--- src/rtl/serial_addsub_pkg.sv ---
// Shared constants for the bit-serial add/subtract unit: FSM state encodings,
// the default operand width and the bit-counter sizing helper.
package serial_addsub_pkg;

    localparam int unsigned DefaultWidth = 4;

    localparam logic [1:0] StIdle = 2'd0;
    localparam logic [1:0] StSum  = 2'd1;
    localparam logic [1:0] StNeg  = 2'd2;
    localparam logic [1:0] StDone = 2'd3;

    // Bits needed to count 0..w-1; never less than one bit.
    function automatic int unsigned cnt_width(input int unsigned w);
        return (w < 2) ? 1 : $clog2(w);
    endfunction

endpackage

--- src/rtl/full_addsub_cell.sv ---
// One-bit XOR-invert full adder. i_s inverts B so the same cell performs the
// add and the two's-complement subtract step.
module full_addsub_cell (
    input  logic i_a,
    input  logic i_b,
    input  logic i_c,
    input  logic i_s,
    output logic o_s,
    output logic o_c
);

    logic b_eff;

    // Sum and carry of a + (b ^ s) + c.
    always_comb begin
        b_eff = i_b ^ i_s;
        o_s   = i_a ^ b_eff ^ i_c;
        o_c   = ((i_a ^ b_eff) & i_c) | (i_a & b_eff);
    end

endmodule

--- src/rtl/serial_addsub.sv ---
// Bit-serial add/subtract, LSB first, one bit per clock, with valid/ready on
// both sides. Build option SERIAL_ADDSUB_SIGNMAG_EN adds a NEG pass that turns a
// negative difference into its magnitude; without it o_s is the raw
// two's-complement difference.
module serial_addsub
    import serial_addsub_pkg::*;
#(
    parameter int unsigned WIDTH = DefaultWidth
) (
    input  logic             i_clk,
    input  logic             i_rst,
    input  logic             i_valid,
    output logic             o_ready,
    input  logic [WIDTH-1:0] i_a,
    input  logic [WIDTH-1:0] i_b,
    input  logic             i_sub,
    output logic             o_valid,
    input  logic             i_ready,
    output logic [WIDTH-1:0] o_s,
    output logic             o_c,
    output logic             o_neg
);

    localparam int unsigned CntW = cnt_width(WIDTH);
    localparam logic [CntW-1:0] CntLast = CntW'(WIDTH - 1);

    logic [1:0]       state_q, state_d;
    logic [WIDTH-1:0] a_q, a_d;
    logic [WIDTH-1:0] b_q, b_d;
    logic [WIDTH-1:0] r_q, r_d;
    logic             sub_q, sub_d;
    logic             carry_q, carry_d;
    logic [CntW-1:0]  cnt_q, cnt_d;
    logic             c_q, c_d;
    logic             neg_q, neg_d;

    logic cell_a, cell_b, cell_s, cell_sum, cell_cout;

    // Steer the single adder cell: operand bits in SUM, ~r0 + carry in NEG.
    always_comb begin
`ifdef SERIAL_ADDSUB_SIGNMAG_EN
        if (state_q == StNeg) begin
            cell_a = ~r_q[0];
            cell_b = 1'b0;
            cell_s = 1'b0;
        end else begin
            cell_a = a_q[0];
            cell_b = b_q[0];
            cell_s = sub_q;
        end
`else
        cell_a = a_q[0];
        cell_b = b_q[0];
        cell_s = sub_q;
`endif
    end

    full_addsub_cell u_cell (
        .i_a (cell_a),
        .i_b (cell_b),
        .i_c (carry_q),
        .i_s (cell_s),
        .o_s (cell_sum),
        .o_c (cell_cout)
    );

    // FSM and datapath next-state.
    always_comb begin
        state_d = state_q;
        a_d     = a_q;
        b_d     = b_q;
        r_d     = r_q;
        sub_d   = sub_q;
        carry_d = carry_q;
        cnt_d   = cnt_q;
        c_d     = c_q;
        neg_d   = neg_q;

        case (state_q)
            StIdle: begin
                if (i_valid) begin
                    a_d     = i_a;
                    b_d     = i_b;
                    sub_d   = i_sub;
                    carry_d = i_sub;  // the +1 of two's complement
                    cnt_d   = '0;
                    state_d = StSum;
                end
            end
            StSum: begin
                a_d     = a_q >> 1;
                b_d     = b_q >> 1;
                r_d     = {cell_sum, r_q[WIDTH-1:1]};
                carry_d = cell_cout;
                cnt_d   = cnt_q + CntW'(1);
                if (cnt_q == CntLast) begin
                    c_d   = cell_cout;
                    neg_d = sub_q & ~cell_cout;
                    cnt_d = '0;
`ifdef SERIAL_ADDSUB_SIGNMAG_EN
                    if (sub_q & ~cell_cout) begin
                        carry_d = 1'b1;
                        state_d = StNeg;
                    end else begin
                        state_d = StDone;
                    end
`else
                    state_d = StDone;
`endif
                end
            end
`ifdef SERIAL_ADDSUB_SIGNMAG_EN
            StNeg: begin
                r_d     = {cell_sum, r_q[WIDTH-1:1]};
                carry_d = cell_cout;
                cnt_d   = cnt_q + CntW'(1);
                if (cnt_q == CntLast) begin
                    cnt_d   = '0;
                    state_d = StDone;
                end
            end
`else
            StNeg: state_d = StIdle;  // unreachable without the NEG pass
`endif
            StDone: begin
                if (i_ready) begin
                    state_d = StIdle;
                end
            end
            default: state_d = StIdle;
        endcase
    end

    // State registers; reset abandons any operation in flight.
    always_ff @(posedge i_clk or posedge i_rst) begin
        if (i_rst) begin
            state_q <= StIdle;
            a_q     <= '0;
            b_q     <= '0;
            r_q     <= '0;
            sub_q   <= 1'b0;
            carry_q <= 1'b0;
            cnt_q   <= '0;
            c_q     <= 1'b0;
            neg_q   <= 1'b0;
        end else begin
            state_q <= state_d;
            a_q     <= a_d;
            b_q     <= b_d;
            r_q     <= r_d;
            sub_q   <= sub_d;
            carry_q <= carry_d;
            cnt_q   <= cnt_d;
            c_q     <= c_d;
            neg_q   <= neg_d;
        end
    end

    // Handshake flags decode the state; result fields come straight from registers.
    always_comb begin
        o_ready = (state_q == StIdle);
        o_valid = (state_q == StDone);
        o_s     = r_q;
        o_c     = c_q;
        o_neg   = neg_q;
    end

endmodule
--- config.mk ---
export PLATFORM = sky130hd
export DESIGN_NAME = serial_addsub
export DESIGN_NICKNAME = d
export VERILOG_FILES = /design/src/rtl/serial_addsub_pkg.sv /design/src/rtl/full_addsub_cell.sv /design/src/rtl/serial_addsub.sv
export SDC_FILE = /design/constraint.sdc
export NUM_CORES = 1
export LEC_CHECK = 0
export BUFFER_PORTS_ARGS = -buffer_cell sky130_fd_sc_hd__buf_2
export CORE_MARGIN = 2
export CORE_UTILIZATION = 38
export DETAILED_ROUTE_END_ITERATION = 8
export PLACE_DENSITY = 0.57
export SLEW_MARGIN = 20
export SYNTH_ARGS = -nofsm -noshare
export SYNTH_HDL_FRONTEND = slang
export SYNTH_SLANG_ARGS = --single-unit
export TNS_END_PERCENT = 1
--- constraint.sdc ---
create_clock -name i_clk -period 1.6 [get_ports i_clk]
set_clock_uncertainty 0.05 [all_clocks]
set_input_delay 0.24 -clock i_clk [delete_from_list [all_inputs] [get_ports i_clk]]
set_output_delay 0.24 -clock i_clk [all_outputs]
set_load 0.01 [all_outputs]
Yosys cells after proc, flatten, opt, wreduce, memory -nomap -nowiden:

Index checks and enable logic that the tools add are counted.

* logic and storage cells: 44
* input bits: 13
* output and inout port bits: 8
* bits in registers: 20

* reduce and logical (&&, ||, !) cells: 6
* equal/unequal tests: 7
* bitwise logic cells: 8
* add/subtract/negate cells: 1
* mux-type cells: 13

Operators by type and width (number)
* $pmux W4 S2: 2
* $mux W2: 5
* $mux W4: 2
* $pmux W2 S4: 1
* $eq A2 B2 Y1 const B: 3
* $reduce_and A2 Y1: 3
* $ne A2 B2 Y1 const B: 2
* $pmux W2 S2: 1
* $and A1 B1 Y1: 3
* $reduce_and A3 Y1: 1
* $xor A1 B1 Y1: 3
* $add A2 B1 Y2 const B: 1
* $eq A2 B1 Y1 const B: 1
* $logic_not A2 Y1: 1
* $ne A2 B1 Y1 const B: 1
* $pmux W1 S2: 1
* $reduce_bool A2 Y1: 1
* $mux W1: 1
* $not A1 Y1: 1
* $or A1 B1 Y1: 1

Depth between registers and ports, before layout:

Gate-level depths: netlist of run 1.

* depth after elaboration: 6
* gate-level depth with buffers: 4
* gate-level depth less buffers: 4

Hierarchy:

A second synthesis of run 1 with hierarchy kept.

* cells, all modules: 85
* area total of the unflattened synthesis: 1011.0 um^2

By module, submodules not included
* serial_addsub: cells each 79, area each 967.2 um^2, instances 1, seq. area each 500.5 um^2
* full_addsub_cell: cells each 6, area each 43.8 um^2, instances 1, seq. area each 0.0 um^2

Worst setup path before layout of run 1:

OpenSTA, ideal clock, no wires.

* path kind: reg2reg
* from: reg sub_q (netlist: cell_s)
* to: reg carry_q
* data required time: 1.439 ns
* period minus slack after synthesis: 1.344 ns
* path slack: 0.256 ns
* buffers on the path: 0
* cell stages (with the launch flop): 4
* data arrival time: 1.183 ns
* library setup time: 0.111 ns
* path through: dfrtp_1 xnor2_1 fa_1 a222oi_1

* cells in the longest elaborated chain, start to end: 5
* elaborated cells on any way between the ends: 6
* those cells by class: 1 x mux; 5 x bitwise

Ends and longest elaborated chain
* from (decl): line serial_addsub.sv:31 `logic sub_q, sub_d;`
* from (signal assigned): line serial_addsub.sv:151 `sub_q <= sub_d;`
* $xor A1 B1 Y1 *: line full_addsub_cell.sv:16 `b_eff = i_b ^ i_s;`
* $xor A1 B1 Y1: line full_addsub_cell.sv:18 `o_c = ((i_a ^ b_eff) & i_c) | (i_a & b_eff);`
* $and A1 B1 Y1: line full_addsub_cell.sv:18
* $or A1 B1 Y1 *: line full_addsub_cell.sv:18
* $pmux W1 S2 *: line serial_addsub.sv:79 `case (state_q)`
* to (signal assigned): line serial_addsub.sv:152 `carry_q <= carry_d;`
* to (decl): line serial_addsub.sv:32 `logic carry_q, carry_d;`

Mark *: on every way between the ends. The rest lies on a longest branch, timed or not.
A chain may end at the register's enable or synchronous reset.

Worst setup path after layout of run 1:

* from: reg state_q[1]
* to: out o_valid

* cells in the longest elaborated chain, start to end: 1

Ends and longest elaborated chain
* from (decl): line serial_addsub.sv:27 `logic [1:0] state_q, state_d;`
* from (signal assigned): line serial_addsub.sv:137 `state_q <= StIdle;`
* from (signal assigned): line serial_addsub.sv:147 `state_q <= state_d;`
* $eq A2 B2 Y1: line serial_addsub.sv:162 `o_valid = (state_q == StDone);`
* to (decl): line serial_addsub.sv:17 `output logic o_valid,`

No other way between the ends.

==> results of run 1 <==
report_power, final:
part	leakage [nW]	internal [mW]	total [mW]	switching [mW]
sequential	0.238	0.752	0.919	0.167
clock	0.0138	0.0874	0.228	0.140
combinational	0.299	0.534	1.03	0.493
kinds of logic (layout without fill, tap and decap cells):
| kind of cell | count (synthesis) | after routing |
|---|---|---|
| adders and majority gates | 2 | 2 |
| xor gates and xnor gates | 1 | 1 |
| DFF | 20 | 20 |
| and+or+nand+nor | 20 | 20 |
| AOI/OAI and AO/OA | 15 | 15 |
| buffers and inverters | 14 | 39 |
| muxes | 7 | 7 |
registers in the layout, indices dropped and copies added (netlist names):
signal and count:
cell_s 1, o_c 1, o_neg 1, carry_q 1, a_q 4, o_s 4
b_q 4, cnt_q 2, state_q 2
cell type report:
cell class                      instances  area [um2]
Inverter                                9        33.8
Clock buffer                            3        22.5
Timing Repair Buffer                   27         155
Sequential cell                        20         503
Multi-Input combinational cell         45         399
Fill cell                             245        1300
Tap cell                               30        37.5
per-layer routing:
| layer | vias up | global-route usage | wire, um |
|---|---|---|---|
| met4 | 0 | 0.0500 | 9 |
| met3 | 2 | 0.0246 | 83 |
| met1 | 337 | 0.178 | 888 |
| met2 | 17 | 0.224 | 914 |
| met5 | - | 0 | 0 |
| li1 | 339 | - | - |
metrics by stage:
stage | cell area, um2 | total power [mW] | std cells | utilization
finish | 1150 | 2.17 | 134 | 0.469
global route | 1150 | 2.36 | 134 | 0.469
CTS | 1140 | 2.18 | 132 | 0.463
detailed placement | 1100 | 1.95 | 128 | 0.449
global placement | 1100 | 1.89 | 128 | 0.449
floorplan | 976 | 1.67 | 79 | -
cells in the mapped netlist (all sizes together):
cell / count
inv: 9
mux2i: 3
a211oi: 1
fa: 1
o21bai: 1
or4b: 3
a221o: 1
a22o: 3
nand2b: 1
nand2: 1
nor2b: 3
ha: 1
a222oi: 2
mux2: 4
nor3b: 2
xnor2: 1
a221oi: 2
o221a: 3
nor2: 5
buf: 5
dfrtp: 20
o21ai: 1
and3b: 1
o21ba: 1
and2: 2
nor4b: 2
critical path: stages (launching register included):
cell	delay, ps
dfrtp_2	500
buf_4	180
and2_1	130
buf_2	130
worst paths after layout:
kind | start | to | cells past startpoint | slack, ps
max in group asynchronous | i_rst | state_q[1] | 4 | 820
min in group asynchronous | i_rst | o_neg | 4 | 460
worst min-delay path | i_ready | state_q[1] | 2 | 80
worst min register to register | o_s[0] | o_s[0] | 1 | 440
worst max-delay path | state_q[1] | o_valid | 3 | 80
worst max register to register | cell_s | carry_q | 3 | 180
timing repair:
| action | CTS | global route |
|---|---|---|
| hold endpoints to repair | 20 | 0 |
| gates resized for setup | 2 | 0 |
| setup buffers | 0 | 2 |
| hold buffers | 1 | 0 |
| setup endpoints to repair | 1 | 1 |
==> impl_metrics.ini, run 1 <==
[outcome]
status = finished, final reports clean

[timing]
hold_viol = 0
setup_tns_ps = 0
fin_ws_ps = 81.7
fmax_mhz = 659
post-route-min-period_ps = 1520
slew_headroom = 0.763
maxSlewViolCount = 0
min_period_over_period = 0.949
finalSetupViolCount = 0
tightest_slew_ps = 356
hold_slack_ps = 75.5
rsz0062_at_grt = no

[synthesis]
synth-compound-area-share = 0.145
synthesis.area_um2 = 976
seq_area_frac_synth = 0.513
ys_warn_count = 0
ys_types = 31
synthTopCellsByArea = dfrtp_1 51%, mux2_1 4.6%, o221a_2 3.5%
synth-adder-area-share = 0.0333
netlist.area_leader.share = 0.513
syn_area_per_cell_um2 = 12.4
synthMuxAreaShare = 0.0769
synth-simple-area-share = 0.145
ys_ff_latch = 20
synth_area_leader_cell = dfrtp_1
netlist_instances = 79
synthesis.nets = 94
synth_xor_area_frac = 0.00897
synth_top_family_by_area = simple AND/OR/NAND/NOR gates

[global_routing]
grt_max_degree = 21
globalRouteOverflowTotal = 0
track_usage = 0.137
grt_pass1_wl_mm = 2.86
grt_pass1_vias = 616
antenna_found_initial = 0

[place]
dpl.hpwl_mm = 1.40
io_buffers = 20
globalplace.congestion = 0.766
pre_cts_slack_ps = 191

[route]
post_drt_wl_per_cell_um = 14.1
drc = 0
viasPerCell = 5.19
drt_iter0_drc = 9
drtPass1Iterations = 4
totalWireLength_mm = 1.90
via_count = 695
antenna_left = 0

[die]
fp.dieH_um = 54.7
start_util = 0.398
die_area_um2 = 2990
die_x_um = 54.7
core_um2 = 2450
num_rows = 18
ioPinCount = 21

[critical_path]
cp.arrival_ps = 1230
start_kind = flip-flop
required_ps = 1310
critPathMaxFanout = 13
crit_type = reg2out
worstSetupEndpointType = output port

[layout]
syn2layout_area_growth_pct = 17.9
diodes = 0
num-nets-final = 121
final_cell_mix = 20 x buf_2, 18 x dfrtp_1, 8 x inv_1, 6 x buf_4
drive_above_1_share = 0.375
layout_commonest_cell = buf_2

[clock_network]
cts_buffers = 3
clk_pin_slew_ps = 100
cts_tree = done
clk_latency_ps = 290
clkSinkCount = 20
ctsLongestPathBuffers = 2
cts-root-buf = clkbuf_4
cts_max_level = 1

[flow_run]
maxCapViolCount = 0

[pwr]
ir_drop_uv = 852
p_per_area_nw_per_um2 = 1890
p_leak_nw = 0.550

[worst_hold_path]
hold_path.class = in2reg
(Power assumes the default switching activity.)
==> inputs of run 2 (changes only) <==
--- a/config.mk
+++ b/config.mk
@@ -6,10 +6,12 @@
 export NUM_CORES = 1
 export LEC_CHECK = 0
 export BUFFER_PORTS_ARGS = -buffer_cell sky130_fd_sc_hd__buf_2
+export CELL_PAD_IN_SITES_DETAIL_PLACEMENT = 1
+export CELL_PAD_IN_SITES_GLOBAL_PLACEMENT = 1
 export CORE_MARGIN = 2
 export CORE_UTILIZATION = 38
 export DETAILED_ROUTE_END_ITERATION = 8
-export PLACE_DENSITY = 0.57
+export PLACE_DENSITY = 0.69
 export SLEW_MARGIN = 20
 export SYNTH_ARGS = -nofsm -noshare
 export SYNTH_HDL_FRONTEND = slang
==> impl_metrics.ini, run 2 (synthesis gave the netlist of run 1 again) <==
[outcome]
status = finished, final reports clean

[place]
globalplace.congestion = 0.718
dpl.hpwl_mm = 1.48
io_buffers = 20
pre_cts_slack_ps = 109

[critical_path]
cp_num_buf_inv = 2
path_cells = buf_6, and2_1, buf_2
required_ps = 1310
worst-r2r-cell-count = 3
start_kind = flip-flop
path_delay_family = flip-flops
rr_startpoint = cell_s
r2r-end = carry_q
r2r_slack_ps = 150
critPathMaxFanout = 12
critical_path.max_stage_delay_ps = 510
worstSetupEndpointType = output port
slowest_stage = dfrtp_2
crit_type = reg2out
cp.arrival_ps = 1240

[layout]
num-nets-final = 121
layout_commonest_cell = buf_2
final_cell_mix = 20 x buf_2, 18 x dfrtp_1, 8 x inv_1, 5 x buf_4
drive_above_1_share = 0.381
syn2layout_area_growth_pct = 21.4
diodes = 0

[clock_network]
clk_latency_ps = 310
cts_max_level = 1
ctsLongestPathBuffers = 2
cts_tree = done
cts_buffers = 3
clkSinkCount = 20
cts-root-buf = clkbuf_4
clk_pin_slew_ps = 120

[timing]
hold_viol = 0
rsz0062_at_grt = no
fin_ws_ps = 69.6
setup_tns_ps = 0
tightest_slew_ps = 342
min_period_over_period = 0.957
slew_headroom = 0.772
fmax_mhz = 653
maxSlewViolCount = 0
finalSetupViolCount = 0
post-route-min-period_ps = 1530

[global_routing]
grt_pass1_vias = 668
antenna_found_initial = 0
grt_max_degree = 21
globalRouteOverflowTotal = 0
grt_pass1_wl_mm = 3.33
track_usage = 0.161

[die]
num_rows = 18
die_x_um = 54.7
die_area_um2 = 2990
ioPinCount = 21
fp.dieH_um = 54.7
start_util = 0.398
core_um2 = 2450

[route]
drtPass1Iterations = 4
antenna_left = 0
post_drt_wl_per_cell_um = 15.2
via_count = 714
drc = 0
viasPerCell = 5.29
drt_iter0_drc = 10
totalWireLength_mm = 2.05

[flow_run]
maxCapViolCount = 0

[worst_hold_path]
hold_path.class = in2reg
hold_path.startpoint = i_ready
hold_depth = 2
hold-path-endpoint = state_q[1]

[pwr]
ir_drop_uv = 1100
p_per_area_nw_per_um2 = 2010
p_leak_nw = 0.566
## run 2: cell count changes in the layout (fill, tap and decap cells not counted)
cell,change
buf_4,-1
bufinv_16,+1
buf_6,+1
## run 2: how the worst max path moves through the flow
| stage | startpoint | end | slack [ps] | depth (start not counted) |
|---|---|---|---|---|
| after detailed placement | state_q[0] | o_s[1] | 110 | 2 |
| after CTS | state_q[1] | o_valid | 20 | 3 |
| after global placement | state_q[0] | o_s[1] | 150 | 2 |
| after floorplan | cell_s | carry_q | 260 | 3 |
| after global routing | state_q[1] | o_ready | 2 | 2 |
| final | state_q[1] | o_valid | 70 | 3 |
## run 2: cell type report
type                       instances  area [um2]
fill                             279        1270
sequential                        20         503
multi-input combinational         45         399
timing repair buffer              27         159
tap                               30        37.5
inverter                           9        33.8
clock inverter                     1        30.0
clock buffer                       3        22.5
## run 2: power by group
part / total [mW] / internal (mW) / leakage [nW] / switching [mW]
combinational: 1.05 / 0.542 / 0.300 / 0.506
sequential: 0.920 / 0.752 / 0.238 / 0.168
clock: 0.418 / 0.254 / 0.0279 / 0.164
total: 2.39 / 1.55 / 0.566 / 0.838
## run 2: metal layers
layer / vias to the layer above / part of all wire / wire length [um] / global-route usage
met5: - / 0 / 0 / 0
met4: 0 / 0.0054 / 11 / 0.0375
met3: 2 / 0.043 / 89 / 0.0601
met2: 14 / 0.52 / 1070 / 0.262
met1: 361 / 0.43 / 878 / 0.202
li1: 337 / - / - / -
## run 2: timing repair
item | CTS | global route
gates cloned | 0 | 0
gates resized for setup | 2 | 1
hold endpoints to repair | 20 | 0
setup buffers | 0 | 3
hold buffers | 1 | 0
endpoints found under the setup margin | 2 | 2
pin swaps | 0 | 0
## run 2: per-stage QoR
stage | std cells | utilization | hold slack, ps | area (um2) | power, mW
after floorplan | 79 | - | 154 | 976 | 1.67
after global placement | 127 | 0.445 | 229 | 1090 | 1.89
after detailed placement | 127 | 0.445 | 237 | 1090 | 1.95
after CTS | 132 | 0.472 | 39.2 | 1160 | 2.38
after global routing | 135 | 0.483 | 38.2 | 1180 | 2.59
final | 135 | 0.483 | 49.3 | 1180 | 2.39
## run 2: worst register-to-register path, stage by stage (launching register included)
cell,delay [ps]
dfrtp_1,420
xnor2_1,150
fa_1,410
a222oi_1,320
==> inputs of run 3 (changes only) <==
--- a/config.mk
+++ b/config.mk
@@ -5,13 +5,14 @@
 export SDC_FILE = /design/constraint.sdc
 export NUM_CORES = 1
 export LEC_CHECK = 0
+export ABC_AREA = 1
 export BUFFER_PORTS_ARGS = -buffer_cell sky130_fd_sc_hd__buf_2
 export CELL_PAD_IN_SITES_DETAIL_PLACEMENT = 1
 export CELL_PAD_IN_SITES_GLOBAL_PLACEMENT = 1
 export CORE_MARGIN = 2
 export CORE_UTILIZATION = 38
 export DETAILED_ROUTE_END_ITERATION = 8
-export PLACE_DENSITY = 0.69
+export PLACE_DENSITY = 0.74
 export SLEW_MARGIN = 20
 export SYNTH_ARGS = -nofsm -noshare
 export SYNTH_HDL_FRONTEND = slang
==> impl_metrics.ini, run 3 <==
[outcome]
status = finished, final reports clean

[place]
globalplace.congestion = 0.802
dpl.hpwl_mm = 1.61
io_buffers = 20
dpl.cell_count = 166

[route]
totalWireLength_mm = 2.15
drc = 0
antenna_left = 0
via_count = 815
post_drt_wl_per_cell_um = 12.6
drt_iter0_drc = 5
drtPass1Iterations = 4
viasPerCell = 4.77

[synthesis]
ys_warn_count = 0
seq_area_frac_synth = 0.520
synthArstFlopShare = 1.00
synthTopCellsByArea = dfrtp_1 52%, nand2_1 24%, nand3_1 5.2%
synth_edf_count = 0
ys.flop_type = dfrtp_1
synthesis.nets = 132
yosysMostFrequentCell = nand2_1
yosys-top-cells-count = 62 x nand2_1, 20 x dfrtp_1, 10 x nand3_1, 6 x inv_1
ys_types = 16
netlist_instances = 117
synth_area_leader_cell = dfrtp_1
netlist.area_leader.share = 0.520
ys_ff_latch = 20
synthesis.area_um2 = 962
syn_area_per_cell_um2 = 8.22

[die]
core_um2 = 2430
die_x_um = 54.3
die_area_um2 = 2950
fp.dieH_um = 54.3
num_rows = 18
ioPinCount = 21
start_util = 0.396

[critical_path]
required_ps = 1310
start_kind = flip-flop
crit_type = reg2out
cp.arrival_ps = 1240
worstSetupEndpointType = output port
critPathMaxFanout = 12

[pwr]
ir_drop_uv = 818
p_per_area_nw_per_um2 = 1890
p_leak_nw = 0.653

[timing]
setup_tns_ps = 0
hold_viol = 0
maxSlewViolCount = 0
finalSetupViolCount = 0
slew_headroom = 0.818
rsz0062_at_grt = no
fmax_mhz = 654
post-route-min-period_ps = 1530
min_period_over_period = 0.955
tightest_slew_ps = 272

[clock_network]
cts-root-buf = clkbuf_4
cts_max_level = 1
postCtsSetupRepairBufs = 0
clkSinkCount = 20
clk_latency_ps = 300
clk_pin_slew_ps = 110
ctsLongestPathBuffers = 2
cts_tree = done
cts_buffers = 3

[layout]
syn2layout_area_growth_pct = 17.6
layout.cells.non_filler = 171
drive_above_1_share = 0.248
final_cell_mix = 62 x nand2_1, 20 x buf_2, 19 x dfrtp_1, 10 x nand3_1, 6 x inv_1
layout_commonest_cell = nand2_1
fillers = 303
num-nets-final = 157
diodes = 0

[global_routing]
grt_pass1_wl_mm = 3.74
antenna_found_initial = 0
grt_max_degree = 21
globalRouteOverflowTotal = 0
grt_pass1_vias = 865
track_usage = 0.178

[worst_hold_path]
hold_path.class = in2reg

[flow_run]
maxCapViolCount = 0
## run 3: final timing paths
path                              end  slack [ps]  cells past startpoint        from
hold / removal             state_q[0]          80                      2     i_ready
min in group asynchronous    cnt_q[0]         450                      4       i_rst
setup reg to reg              carry_q         180                      7      cell_s
max in group asynchronous  state_q[0]         830                      4       i_rst
hold reg to reg                b_q[3]         440                      2      b_q[3]
setup / recovery              o_ready          70                      2  state_q[0]
## run 3: through the flow
stage	instance area [um2]	setup slack, ps	hold slack, ps	util	total power, mW
2_1_floorplan	962	286	154	-	1.60
5_1_grt	1130	8.55	73.0	0.465	2.35
3_3_place_gp	1080	226	230	0.444	1.79
4_1_cts	1130	8.50	78.8	0.465	2.17
6_report	1130	71.3	78.5	0.465	2.13
3_5_place_dp	1080	183	230	0.444	1.86
## run 3: what timing repair did
| item | in CTS | in global routing |
|---|---|---|
| resized for setup | 1 | 1 |
| hold buffers | 1 | 0 |
| hold endpoints to repair | 20 | 0 |
| setup endpoints to repair | 1 | 2 |
## run 3: area by class of cell
cell class | instances | area, um2 | area share
Multi-Input combinational cell | 86 | 400 | 0.354
Inverter | 8 | 30.0 | 0.0265
Timing Repair Buffer | 23 | 125 | 0.111
Sequential cell | 20 | 502 | 0.444
Tap cell | 30 | 37.5 | 0.0332
Clock buffer | 4 | 36.3 | 0.0321
## run 3: cell families (layout without fill, tap and decap cells)
family,after synthesis,count (layout),share of synthesized area
xor+xnor,1,1,0.00910
fa+ha+maj,2,2,0.0338
buf+inv,11,35,0.0663
flops,20,20,0.520
compound gates,6,6,0.0390
simple gates,77,77,0.332
## run 3: worst max-delay path, stage by stage, from the launching register on
cell and delay, ps:
dfrtp_2 530, nor2_2 230, buf_2 180
## run 3: routing by layer
layer	share of wire	track usage
met3	0.028	0.0246
met1	0.47	0.216
met4	0.0070	0.0625
met5	0	0
met2	0.50	0.319
## run 3: power by group
part           internal [mW]  switching, mW
logic                  0.360          0.598
registers              0.710          0.173
clock network          0.139          0.155
total                   1.21          0.926
